<file path="src/rtl/masked_bv8_inv_sched_pkg.sv">
// Shared widths and types for the masked GF(2^8) inverse scheduler.
// Per-stage randomness counts assume HPC3 gadgets (two fresh bits per share pair).
package masked_bv8_inv_sched_pkg;

  localparam int unsigned SCHED_STAGES = 3;

  function automatic int unsigned share_pairs(int unsigned num_shares);
    return (num_shares * (num_shares - 1)) / 2;
  endfunction

  function automatic int unsigned gadget_factor(bit hpc3);
    return hpc3 ? 2 : 1;
  endfunction

  // Stage 1: GF(2^4) multiply, stage 2: GF(2^2) inverse core, stage 3: two GF(2^4) multiplies.
  function automatic int unsigned stage_1_randoms(int unsigned num_shares, bit hpc3);
    return 4 * share_pairs(num_shares) * gadget_factor(hpc3);
  endfunction

  function automatic int unsigned stage_2_randoms(int unsigned num_shares, bit hpc3);
    return 2 * share_pairs(num_shares) * gadget_factor(hpc3);
  endfunction

  function automatic int unsigned stage_3_randoms(int unsigned num_shares, bit hpc3);
    return 8 * share_pairs(num_shares) * gadget_factor(hpc3);
  endfunction

  localparam int unsigned DEF_NUM_SHARES = 2;
  localparam int unsigned DEF_R1_W = stage_1_randoms(DEF_NUM_SHARES, 1'b1);
  localparam int unsigned DEF_R2_W = stage_2_randoms(DEF_NUM_SHARES, 1'b1);
  localparam int unsigned DEF_R3_W = stage_3_randoms(DEF_NUM_SHARES, 1'b1);
  localparam int unsigned DEF_RAND_W = DEF_R1_W + DEF_R2_W + DEF_R3_W;

  typedef struct packed {
    logic [DEF_R3_W-1:0] s3;
    logic [DEF_R2_W-1:0] s2;
    logic [DEF_R1_W-1:0] s1;
  } rand_word_t;

endpackage

</file>
<file path="src/rtl/masked_rand_fifo.sv">
// Random-word buffer between the PRNG and the inverse scheduler.
// No bypass: a word written this cycle is visible at the head from the next cycle.
module masked_rand_fifo #(
  parameter int unsigned DEPTH = 4,
  parameter int unsigned WIDTH = 28
) (
  input  logic                         in_clock,
  input  logic                         in_reset,
  input  logic                         in_valid,
  output logic                         out_ready,
  input  logic [WIDTH-1:0]             in_data,
  input  logic                         in_pop,
  output logic [WIDTH-1:0]             out_data,
  output logic [$clog2(DEPTH+1)-1:0]   out_level
);

  localparam int unsigned AW = $clog2(DEPTH);
  localparam int unsigned LW = $clog2(DEPTH + 1);

  logic [WIDTH-1:0] r_mem [DEPTH];
  logic [AW-1:0]    r_wptr;
  logic [AW-1:0]    r_rptr;
  logic [LW-1:0]    r_level;
  logic             w_push;
  logic             w_pop;

  // Ready is forced low while reset is held so the PRNG never sees a phantom slot.
  assign out_ready = in_reset & (r_level != LW'(DEPTH));
  assign w_push    = in_valid & out_ready;
  assign w_pop     = in_pop & (r_level != '0);
  assign out_data  = r_mem[r_rptr];
  assign out_level = r_level;

  always_ff @(posedge in_clock) begin
    if (w_push) r_mem[r_wptr] <= in_data;
  end

  // DEPTH is a power of two, so pointers wrap naturally.
  always_ff @(posedge in_clock or negedge in_reset) begin
    if (!in_reset) begin
      r_wptr  <= '0;
      r_rptr  <= '0;
      r_level <= '0;
    end else begin
      if (w_push) r_wptr <= r_wptr + AW'(1);
      if (w_pop)  r_rptr <= r_rptr + AW'(1);
      case ({w_push, w_pop})
        2'b10:   r_level <= r_level + LW'(1);
        2'b01:   r_level <= r_level - LW'(1);
        default: r_level <= r_level;
      endcase
    end
  end

endmodule

</file>
<file path="src/rtl/masked_bv8_inv_sched.sv">
// Sequencer for the three-stage masked GF(2^8) inverse: admits an operation only with a full
// random word buffered, and steers each slice to its stage exactly once.
module masked_bv8_inv_sched
  import masked_bv8_inv_sched_pkg::*;
#(
  parameter int unsigned NUM_SHARES = DEF_NUM_SHARES,
  parameter int unsigned R1_W       = stage_1_randoms(NUM_SHARES, 1'b1),
  parameter int unsigned R2_W       = stage_2_randoms(NUM_SHARES, 1'b1),
  parameter int unsigned R3_W       = stage_3_randoms(NUM_SHARES, 1'b1),
  parameter int unsigned DEPTH      = 4
) (
  input  logic                           in_clock,
  input  logic                           in_reset,
  input  logic                           in_rand_valid,
  input  logic [R1_W+R2_W+R3_W-1:0]      in_rand,
  output logic                           out_rand_ready,
  input  logic                           in_valid,
  output logic                           out_ready,
  input  logic                           in_down_ready,
  output logic                           out_valid,
  output logic [SCHED_STAGES-1:0]        out_stage_en,
  output logic [R1_W-1:0]                out_rand_s1,
  output logic [R2_W-1:0]                out_rand_s2,
  output logic [R3_W-1:0]                out_rand_s3,
  output logic [$clog2(DEPTH+1)-1:0]     out_level
);

  localparam int unsigned RAND_W = R1_W + R2_W + R3_W;

  logic [RAND_W-1:0]          w_head;
  logic [$clog2(DEPTH+1)-1:0] w_level;
  logic                       w_adv;
  logic                       w_acc;
  logic [SCHED_STAGES-1:0]    r_v;
  logic [R2_W-1:0]            r_rs2;
  logic [R3_W-1:0]            r_q3;
  logic [R3_W-1:0]            r_rs3;

  masked_rand_fifo #(
    .DEPTH (DEPTH),
    .WIDTH (RAND_W)
  ) u_fifo (
    .in_clock  (in_clock),
    .in_reset  (in_reset),
    .in_valid  (in_rand_valid),
    .out_ready (out_rand_ready),
    .in_data   (in_rand),
    .in_pop    (w_acc),
    .out_data  (w_head),
    .out_level (w_level)
  );

  // A bubble in the last stage never blocks, so the whole pipe only stalls on a held result.
  assign w_adv        = ~r_v[2] | in_down_ready;
  assign out_ready    = w_adv & (w_level != '0);
  assign w_acc        = in_valid & out_ready;
  assign out_stage_en = {w_adv & r_v[1], w_adv & r_v[0], w_acc};
  assign out_valid    = r_v[2];
  assign out_level    = w_level;

  assign out_rand_s1 = out_ready ? w_head[R1_W-1:0] : '0;
  assign out_rand_s2 = r_v[0] ? r_rs2 : '0;
  assign out_rand_s3 = r_v[1] ? r_rs3 : '0;

  // s3 bits wait one stage in r_q3 so a newly accepted word cannot overwrite the in-flight slice.
  always_ff @(posedge in_clock or negedge in_reset) begin
    if (!in_reset) begin
      r_v   <= '0;
      r_rs2 <= '0;
      r_q3  <= '0;
      r_rs3 <= '0;
    end else begin
      if (w_adv) r_v <= {r_v[1:0], w_acc};
      if (w_acc) begin
        r_rs2 <= w_head[R1_W +: R2_W];
        r_q3  <= w_head[R1_W+R2_W +: R3_W];
      end
      if (out_stage_en[1]) r_rs3 <= r_q3;
    end
  end

endmodule
</file>
<file path="config.mk">
export PLATFORM = sky130hd
export DESIGN_NAME = masked_bv8_inv_sched
export DESIGN_NICKNAME = d
export VERILOG_FILES = /design/src/rtl/masked_bv8_inv_sched_pkg.sv /design/src/rtl/masked_rand_fifo.sv /design/src/rtl/masked_bv8_inv_sched.sv
export SDC_FILE = /design/constraint.sdc
export NUM_CORES = 1
export LEC_CHECK = 0
export CAP_MARGIN = 20
export CORE_ASPECT_RATIO = 0.6
export CORE_MARGIN = 2
export CORE_UTILIZATION = 50
export CTS_BUF_LIST = sky130_fd_sc_hd__clkbuf_4 sky130_fd_sc_hd__clkbuf_8 sky130_fd_sc_hd__clkbuf_16
export DETAILED_ROUTE_END_ITERATION = 10
export PLACE_DENSITY = 0.78
export RECOVER_POWER = 25
export SLEW_MARGIN = 0
export SYNTH_ARGS = -nofsm -noshare
export SYNTH_HDL_FRONTEND = slang
export SYNTH_SLANG_ARGS = --single-unit
</file>
<file path="constraint.sdc">
create_clock -name in_clock -period 2 [get_ports in_clock]
set_input_delay 0.2 -clock in_clock [delete_from_list [all_inputs] [get_ports in_clock]]
set_output_delay 0.2 -clock in_clock [all_outputs]
set_load 0.02 [all_outputs]
</file>
# Word-level counts from Yosys, hierarchy flattened
# Memories as Yosys holds them, arrays and structs flattened.
# Cells that the tools add are included.
[word_totals]
output_inout_bits = 37
in_bits = 33
ram_bits = 112
reg_bits = 46
n_memories = 1
[memory_table]
columns = ["memory", "words", "width", "rd", "rd_clocked_by_memory_dff", "wr", "line_no", "rtl"]
rows = [
  ["u_fifo.r_mem", 4, 28, 1, 0, 1, "masked_rand_fifo.sv:20", "logic [WIDTH-1:0] r_mem [DEPTH];"],
]
[op_classes]
n_bitwise = 9
n_reduce_logical = 2
add_sub_neg = 4
mux = 6
eq_ne = 3
[op_table]
columns = ["cell", "n"]
rows = [
  ["$mux 16", 1],
  ["$mux 8", 1],
  ["$and 1x1->1", 7],
  ["$pmux 3 s2", 1],
  ["$add 2x1->2 const B", 2],
  ["$mux 4", 1],
  ["$add 3x1->3 const B", 1],
  ["$ne 3x3->1 const B", 1],
  ["$reduce_bool 3->1", 1],
  ["$sub 3x1->3 const B", 1],
  ["$eq 2x1->1 const B", 1],
  ["$eq 2x2->1 const B", 1],
  ["$mux 1", 2],
  ["$reduce_bool 2->1", 1],
  ["$not 1->1", 1],
  ["$or 1x1->1", 1],
]

# Logic depth before layout (Yosys ltp)
# Gate-level depths: netlist of run 1.
[depth]
ltp_word = 7
depth_mapped = 10

# Hierarchy
# From an unflattened synthesis of run 1, not the netlist that was laid out.
[hier_totals]
hier_cells = 308
area_unflattened_um2 = 6266.0
[modules_own_cells]
columns = ["mod", "cells_each", "seq_area_each_um2", "area_each_um2", "instances"]
rows = [
  ["masked_rand_fifo", 184, 3538.4, 4464.3, 1],
  ["masked_bv8_inv_sched", 124, 975.9, 1801.7, 1],
]

# Worst setup path after synthesis of run 1
# Ideal clock, no wire load.
[synth_timing]
path_kind = "reg-to-reg"
from = "register r_v[2]"
to = "register u_fifo.r_level[2], in the netlist u_fifo.out_level[2]"
path_slack_ps = -221
period_less_slack_ps = 2221
path_buffers = 2
stages_incl_launch_ff = 11
t_arrival_ps = 2097
cell_sequence = "dfrtp_1 > nor2b_1 > a211o_1 > buf_6 > buf_8 > inv_1 > ha_1 > fa_1 > xnor2_1 > nor2_1 > xnor2_1"
[synth_between]
elab_chain_cells = 7
elab_cells_between_ends = 9
[synth_lines]
columns = ["element", "line_no", "rtl"]
rows = [
  ["start, declared", "masked_bv8_inv_sched.sv:34", "logic [SCHED_STAGES-1:0] r_v;"],
  ["start signal, assigned", "masked_bv8_inv_sched.sv:73", "if (w_adv) r_v <= {r_v[1:0], w_acc};"],
  ["$not 1->1 *", "masked_bv8_inv_sched.sv:54", "assign w_adv = ~r_v[2] | in_down_ready;"],
  ["$or 1x1->1 *", "masked_bv8_inv_sched.sv:54", ""],
  ["$and 1x1->1 *", "masked_bv8_inv_sched.sv:55", "assign out_ready = w_adv & (w_level != '0);"],
  ["$and 1x1->1 *", "masked_bv8_inv_sched.sv:56", "assign w_acc = in_valid & out_ready;"],
  ["$and 1x1->1 *", "masked_rand_fifo.sv:30", "assign w_pop = in_pop & (r_level != '0);"],
  ["named net u_fifo.w_pop", "masked_rand_fifo.sv:25", "logic w_pop;"],
  ["$eq 2x1->1 or $eq 2x2->1 (tied branches)", "masked_rand_fifo.sv:47", "case ({w_push, w_pop})"],
  ["$pmux 3 s2 or $reduce_bool 2->1 (tied branches)", "--", ""],
  ["end signal, assigned", "masked_rand_fifo.sv:48", "2'b10: r_level <= r_level + LW'(1);"],
  ["end signal, assigned", "masked_rand_fifo.sv:49", "2'b01: r_level <= r_level - LW'(1);"],
  ["end signal, assigned", "masked_rand_fifo.sv:50", "default: r_level <= r_level;"],
  ["end, declared", "masked_rand_fifo.sv:23", "logic [LW-1:0] r_level;"],
]
# Mark *: on every way through the listed nets, which the timed path passes. The rest lies on a longest branch.
# A chain may end at the register's enable or synchronous reset.

# Final worst setup path of run 1
[layout_timing]
from = "register u_fifo.r_rptr[0]"
to = "output port out_rand_s1[7]"
[layout_between]
elab_chain_cells = 2
[layout_lines]
columns = ["element", "line_no", "rtl"]
rows = [
  ["start, declared", "masked_rand_fifo.sv:22", "logic [AW-1:0] r_rptr;"],
  ["start signal, assigned", "masked_rand_fifo.sv:46", "if (w_pop) r_rptr <= r_rptr + AW'(1);"],
  ["$mem_v2 4x28", "--", ""],
  ["$mux 8", "masked_bv8_inv_sched.sv:61", "assign out_rand_s1 = out_ready ? w_head[R1_W-1:0] : '0;"],
  ["end, declared", "masked_bv8_inv_sched.sv:22", "output logic [R1_W-1:0] out_rand_s1,"],
]
# Every way passes these cells.

==> impl_metrics.toml, run 1 <==
[run_status]
status = "finished with violations"
violations = "negative setup slack"

[global_route]
antenna_found_initial = 1
overflow = 0
grt_pass1_wl_mm = 18.25
grt_pass1_vias = 3343
grt_max_degree = 43
grt_usage_pct = 18.84

[drt]
drt_iter0_markers = 121
detail-route-antenna-nets = 0
routedWlPerCell_um = 19.43
via_per_inst = 5.234
vias = 3093
wl_mm = 11.49
drtPass1Iterations = 6
drc = 0

[sta]
slew_violations = 0
setup_ws_ns = -0.02253
tightest_slew_ns = 0.5390
rsz0062_at_grt = "true"
setup-tns-final_ns = -0.07431
finalCritPeriodShare_pct = 101.1
hold_viol_final = 0
setup-violations-final = 5
relSlewSlack_pct = 64.07
fin_worst_skew_ns = 0.008636
clock.fmax_mhz = 494.4
period_minus_slack_ns = 2.023

[cts]
cts_sinks = 158
htreeDepth = 4
tritoncts = "yes"
cts_made_buffers = 17
cts.reportedPaths.clkPinSlew_ns = 0.06
clk_path_buf_depth = 2
cts_root_buf = "clkbuf_16"
clk_latency_ns = 0.41

[place]
hpwl_mm = 7.441
place_congestion = 0.7613
io_buffers = 69
place_area_um2 = 7262
placed_cells = 551

[yosys]
syn_avg_cell_area_um2 = 20.24
ys_seq_area_share_pct = 72.87
ys_warn_count = 0
yosysUniqueCellTypes = 27
synth_seq_cells = 158
netlist_instances = 306
synth_nets = 345
syn_area_um2 = 6195

[die]
core_region_area_um2 = 12060
ios = 70
die_width_um = 147.7
dieArea_um2 = 13330
fp.dieH_um = 90.22
rows = 31
start_util_pct = 51.35

[worst_setup_path]
start_kind = "flop"
path_cells = "buf_12 > buf_12 > mux4_2 > nor2b_2 > buf_6"
crit_path_top_delay_cell = "mux4_2"
end_kind = "output port"
worst_ep_required_time_ns = 1.80
crit_top_cell = "buf_12"
worst_ep_arrival_time_ns = 1.82
path_class = "reg2out"
cp_max_fo = 7
critPathMaxStageDelay_ns = 0.50

[finish]
multi_input_area_um2 = 1618
seq_area_um2 = 4526
diodes = 0
final_area_um2 = 7968
fin_cells = 591
areaGrowthSynthToFinish_pct = 28.62
utilization_pct = 66.05
final_nets = 452
layout-drive-gt1-share_pct = 36.62
final.fill_count = 808

[power_and_ir_drop]
leakage_nw = 2.980
peakVddDrop_uv = 1040
total_power_mw = 12.16
power_density_nw_per_um2 = 1526

[min_path]
hp-class = "in2async"

[job]
drv_cap = 0
-- synthesized netlist by cell type (all sizes together) --
library cell	number	area, um^2
and2	25	156.4
nor2	2	10.01
a211oi	1	7.510
nor2b	9	56.30
a211o	1	8.760
mux4	28	630.6
xor2	1	8.760
o311a	1	10.01
a21o	1	7.510
nand2	6	22.52
xnor2	5	43.79
buf	10	86.32
dfrtp	46	1151
mux2	38	488.0
a21boi	1	7.510
edfxtp	112	3363
fa	1	20.02
inv	9	33.78
nand2b	2	12.51
clkbuf	2	7.510
ha	5	62.56
-- cells in the final DEF (no fill, tap or decap), types with 2 or more instances in the layout --
cell type,instances
and2_1,25
buf_12,6
buf_2,2
buf_4,23
buf_6,8
bufinv_16,2
clkbuf_16,17
clkdlybuf4s50_1,35
clkinv_1,2
clkinv_2,2
clkinv_4,4
clkinvlp_4,3
dfrtp_1,39
dfrtp_2,6
dlygate4sd2_1,2
dlygate4sd3_1,22
edfxtp_1,112
ha_1,4
inv_1,7
mux2_2,22
mux2_4,16
mux4_2,28
nand2_1,6
nand2b_1,2
nor2b_2,4
nor2b_4,4
xnor2_1,5
-- worst max-delay path, delay by kind of cell, from the launching register on --
kind | cells | cell delay, ns
DFF | 1 | 0.39
buffers and inverters | 3 | 0.36
and+or+nand+nor | 1 | 0.17
muxes | 1 | 0.50
-- sequential cells by signal, indices dropped and copies added (netlist names) --
name              cells
u_fifo.out_level      3
u_fifo.r_wptr         2
r_rs3                16
r_q3                 16
u_fifo.r_rptr         2
r_rs2                 4
u_fifo.r_mem        112
r_v                   3
-- per-layer routing --
| metal | vias to the layer above | global-route usage [%] | part of all wire [%] |
|---|---|---|---|
| met2 | 89 | 30.43 | 49 |
| met3 | 13 | 5.076 | 5.7 |
| met1 | 1604 | 25.15 | 44 |
| met4 | 2 | 6.250 | 1.2 |
| met5 | - | 0 | 0.11 |
| li1 | 1385 | - | - |
-- layout make-up --
type	count	share of cell area [%]
repair buffers	100	12.61
clock inverters	14	1.806
multi-input cells	127	20.30
inverters	9	0.4554
well taps	165	2.591
clock buffers	18	5.433
flip-flops and latches	158	56.80
-- final timing paths --
kind	slack, ns	from	end	cells after the start
min in group in_clock	0.45	in_rand[14]	u_fifo.r_mem[0][14]	1
min	0.16	in_reset	r_q3[7]	2
max	-0.02	u_fifo.r_rptr[0]	out_rand_s1[7]	5
min reg2reg	0.50	r_rs3[10]	r_rs3[10]	1
max reg2reg	0.11	u_fifo.out_level[1]	u_fifo.out_level[2]	8
max in group asynchronous	1.01	in_reset	r_v[1]	3
-- logic make-up after synthesis --
| logic type | after synthesis | synth area share (%) |
|---|---|---|
| simple gates | 44 | 4.161 |
| fa+ha+maj | 6 | 1.333 |
| flops | 158 | 72.87 |
| compound gates | 5 | 0.6667 |
| mux | 66 | 18.06 |
| buf+inv | 21 | 2.060 |
| xor+xnor | 6 | 0.8483 |
-- what timing repair did --
item / in CTS / in global routing
cloned: 0 / 0
endpoints found under the setup margin: 28 / 27
setup buffers: 3 / 4
hold endpoints to repair: 4 / 0
hold buffers: 1 / 0
resized for setup: 39 / 29
-- per-stage QoR --
stage / worst slack [ns] / hold WS (ns)
floorplan: -0.06069 / -0.09559
global placement: -0.08525 / 0.05081
detailed placement: -0.1687 / 0.05239
CTS: -0.1046 / 0.1410
global route: -0.08188 / 0.1650
finish: -0.02253 / 0.1592
-- power breakdown --
group	leakage [nW]	internal, mW	total (mW)	switching [mW]
Sequential	1.55	4.29	4.69	0.407
Combinational	1.16	2.46	4.35	1.89
Clock	0.275	1.85	3.11	1.27
Note: power is estimated with default switching activity, not from simulation.
==> run 2: changes to the inputs <==
CORE_ASPECT_RATIO = 1.4   (was 0.6)
SLEW_MARGIN = unset   (was 0)
==> run 2 against run 1 <==
  * The run now ends clean
  * Worst hold slack improved by 0.19 ns
  * Fmax rose by 2.7%
  * Setup slack improved by 0.054 ns
  * Critical path depth fell by 1
  * Combinational power fell by 7.1%
  * Utilization fell by 2.0 points
  * Via count fell by 2.3%
  * Final area fell by 2.0%
==> impl_metrics.toml, run 2 (synthesized netlist as in run 1, its figures left out) <==
[drt]
via_per_inst = 5.304
drtPass1Iterations = 4
vias = 3023
routedWlPerCell_um = 19.49
drc = 0
detail-route-antenna-nets = 0
wl_mm = 11.11
drt_iter0_markers = 177

[finish]
largest_register_ffs = 112
final_area_um2 = 7805
final_common_cell = "edfxtp_1"
top_register = "u_fifo.r_mem"
areaGrowthSynthToFinish_pct = 25.99
final.fill_count = 845
largest_registers = "u_fifo.r_mem x112, r_q3 x16, r_rs3 x16"
layout-drive-gt1-share_pct = 34.52
final_cell_mix = "edfxtp_1, clkdlybuf4s50_1, dfrtp_1"
fin_cells = 570
diodes = 0
final_nets = 446

[global_route]
grt_max_degree = 47
antenna_found_initial = 0
overflow = 0
grt_usage_pct = 18.08
grt_pass1_vias = 3260
grt_pass1_wl_mm = 17.65

[cts]
cts_setup_buffers = 0
cts_made_buffers = 17
cts.reportedPaths.clkPinSlew_ns = 0.06
cts_root_buf = "clkbuf_16"
tritoncts = "yes"
htreeDepth = 4
clk_path_buf_depth = 2
hold_buffers = 0
clk_latency_ns = 0.41
cts_sinks = 158

[power_and_ir_drop]
peakVddDrop_uv = 897.9
netSwitchingPower_mw = 3.496
leakage_nw = 2.911
pwr-share-seq_pct = 39.4
internal_power_mw = 8.381
power_density_nw_per_um2 = 1522
p_comb_share_pct = 34.0
sw_frac_of_total_pct = 29.44
p_clk_share_pct = 26.6
total_power_mw = 11.88

[min_path]
hp-class = "in2async"

[run_status]
status = "completed"

[die]
start_util_pct = 50.81
rows = 48
fp.dieH_um = 135.7
ios = 70
die_width_um = 98.07
dieArea_um2 = 13310
core_region_area_um2 = 12190

[sta]
rsz0062_at_grt = "true"
setup-violations-final = 0
whs_ns = 0.3533
period_minus_slack_ns = 1.969
hold_viol_final = 0
clock.fmax_mhz = 508.0
relSlewSlack_pct = 20.56
setup_ws_ns = 0.03138
finalCritPeriodShare_pct = 98.43
slew_violations = 0
tightest_slew_ns = 1.192
fin_worst_skew_ns = 0.008609

[job]
drv_cap = 0

[place]
pre_cts_slack_ns = -0.2043
hpwl_mm = 7.514
placed_cells = 538
place_congestion = 0.7089
place_area_um2 = 7221
io_buffers = 69

[worst_setup_path]
end_kind = "output port"
worst_ep_required_time_ns = 1.80
worst_ep_arrival_time_ns = 1.77
start_kind = "flop"
cp_max_fo = 5
path_class = "reg2out"
==> run 2: changes by cell type in the layout (fill, tap and decap cells not counted), sizes merged <==
cell,change
clkbuf,+1
dlygate4sd3,-8
buf,-7
clkdlybuf4s50,+8
dlygate4sd2,-1
clkinvlp,+1
clkinv,-4
inv,+4
==> run 2: timing repair <==
| action | in CTS | in global routing |
|---|---|---|
| gates resized for setup | 37 | 12 |
| cloned | 0 | 0 |
| endpoints found under the hold margin | 0 | 0 |
| endpoints found under the setup margin | 27 | 9 |
==> run 2: metal layers <==
layer,wire (um),track usage [%]
met2,6414,32.91
met4,226,9.259
met1,4133,20.27
met3,334,3.199
met5,0,0
==> run 2: worst paths after layout <==
path | slack (ns) | cells past startpoint | start | end
max | 0.03 | 4 | u_fifo.r_rptr[0] | out_rand_s1[7]
min reg2reg | 0.50 | 1 | r_rs3[13] | r_rs3[13]
min in group in_clock | 0.43 | 1 | in_rand[8] | u_fifo.r_mem[2][8]
max in group asynchronous | 0.84 | 2 | in_reset | r_v[2]
max reg2reg | 0.11 | 5 | u_fifo.out_level[1] | u_fifo.out_level[1]
min | 0.35 | 2 | in_reset | u_fifo.out_level[2]
==> run 2: cell type report <==
| class | count | area (um^2) | share of cell area [%] |
|---|---|---|---|
| Sequential cell | 158 | 4522 | 57.94 |
| Multi-Input combinational cell | 127 | 1598 | 20.47 |
| Timing Repair Buffer | 94 | 873.3 | 11.19 |
| Clock buffer | 17 | 425.4 | 5.450 |
| Tap cell | 150 | 187.7 | 2.405 |
| Clock inverter | 15 | 162.7 | 2.084 |
| Inverter | 9 | 36.28 | 0.4649 |
==> run 2: metrics by stage <==
stage          utilization, %  setup TNS [ns]
6_report                64.02               0
3_5_place_dp            59.23          -1.152
5_1_grt                 64.02         -0.1054
3_3_place_gp            59.23         -0.9217
2_1_floorplan               -         -0.1145
4_1_cts                 63.73       -0.002725
==> run 2: power by group through the flow <==
stage	Sequential [mW]	Combinational, mW	Clock [mW]
after detailed placement	4.74	4.12	0
after CTS	4.68	4.04	3.20
after global routing	4.76	4.34	3.34
final	4.68	4.04	3.16
after floorplan	4.63	2.70	0
after global placement	4.69	4.03	0
==> run 2: worst max-delay path, cell delays in order, from the launching register on <==
cell and delay, ns:
dfrtp_2 0.42, buf_12 0.14, mux4_2 0.50, nor2b_2 0.17, buf_6 0.13
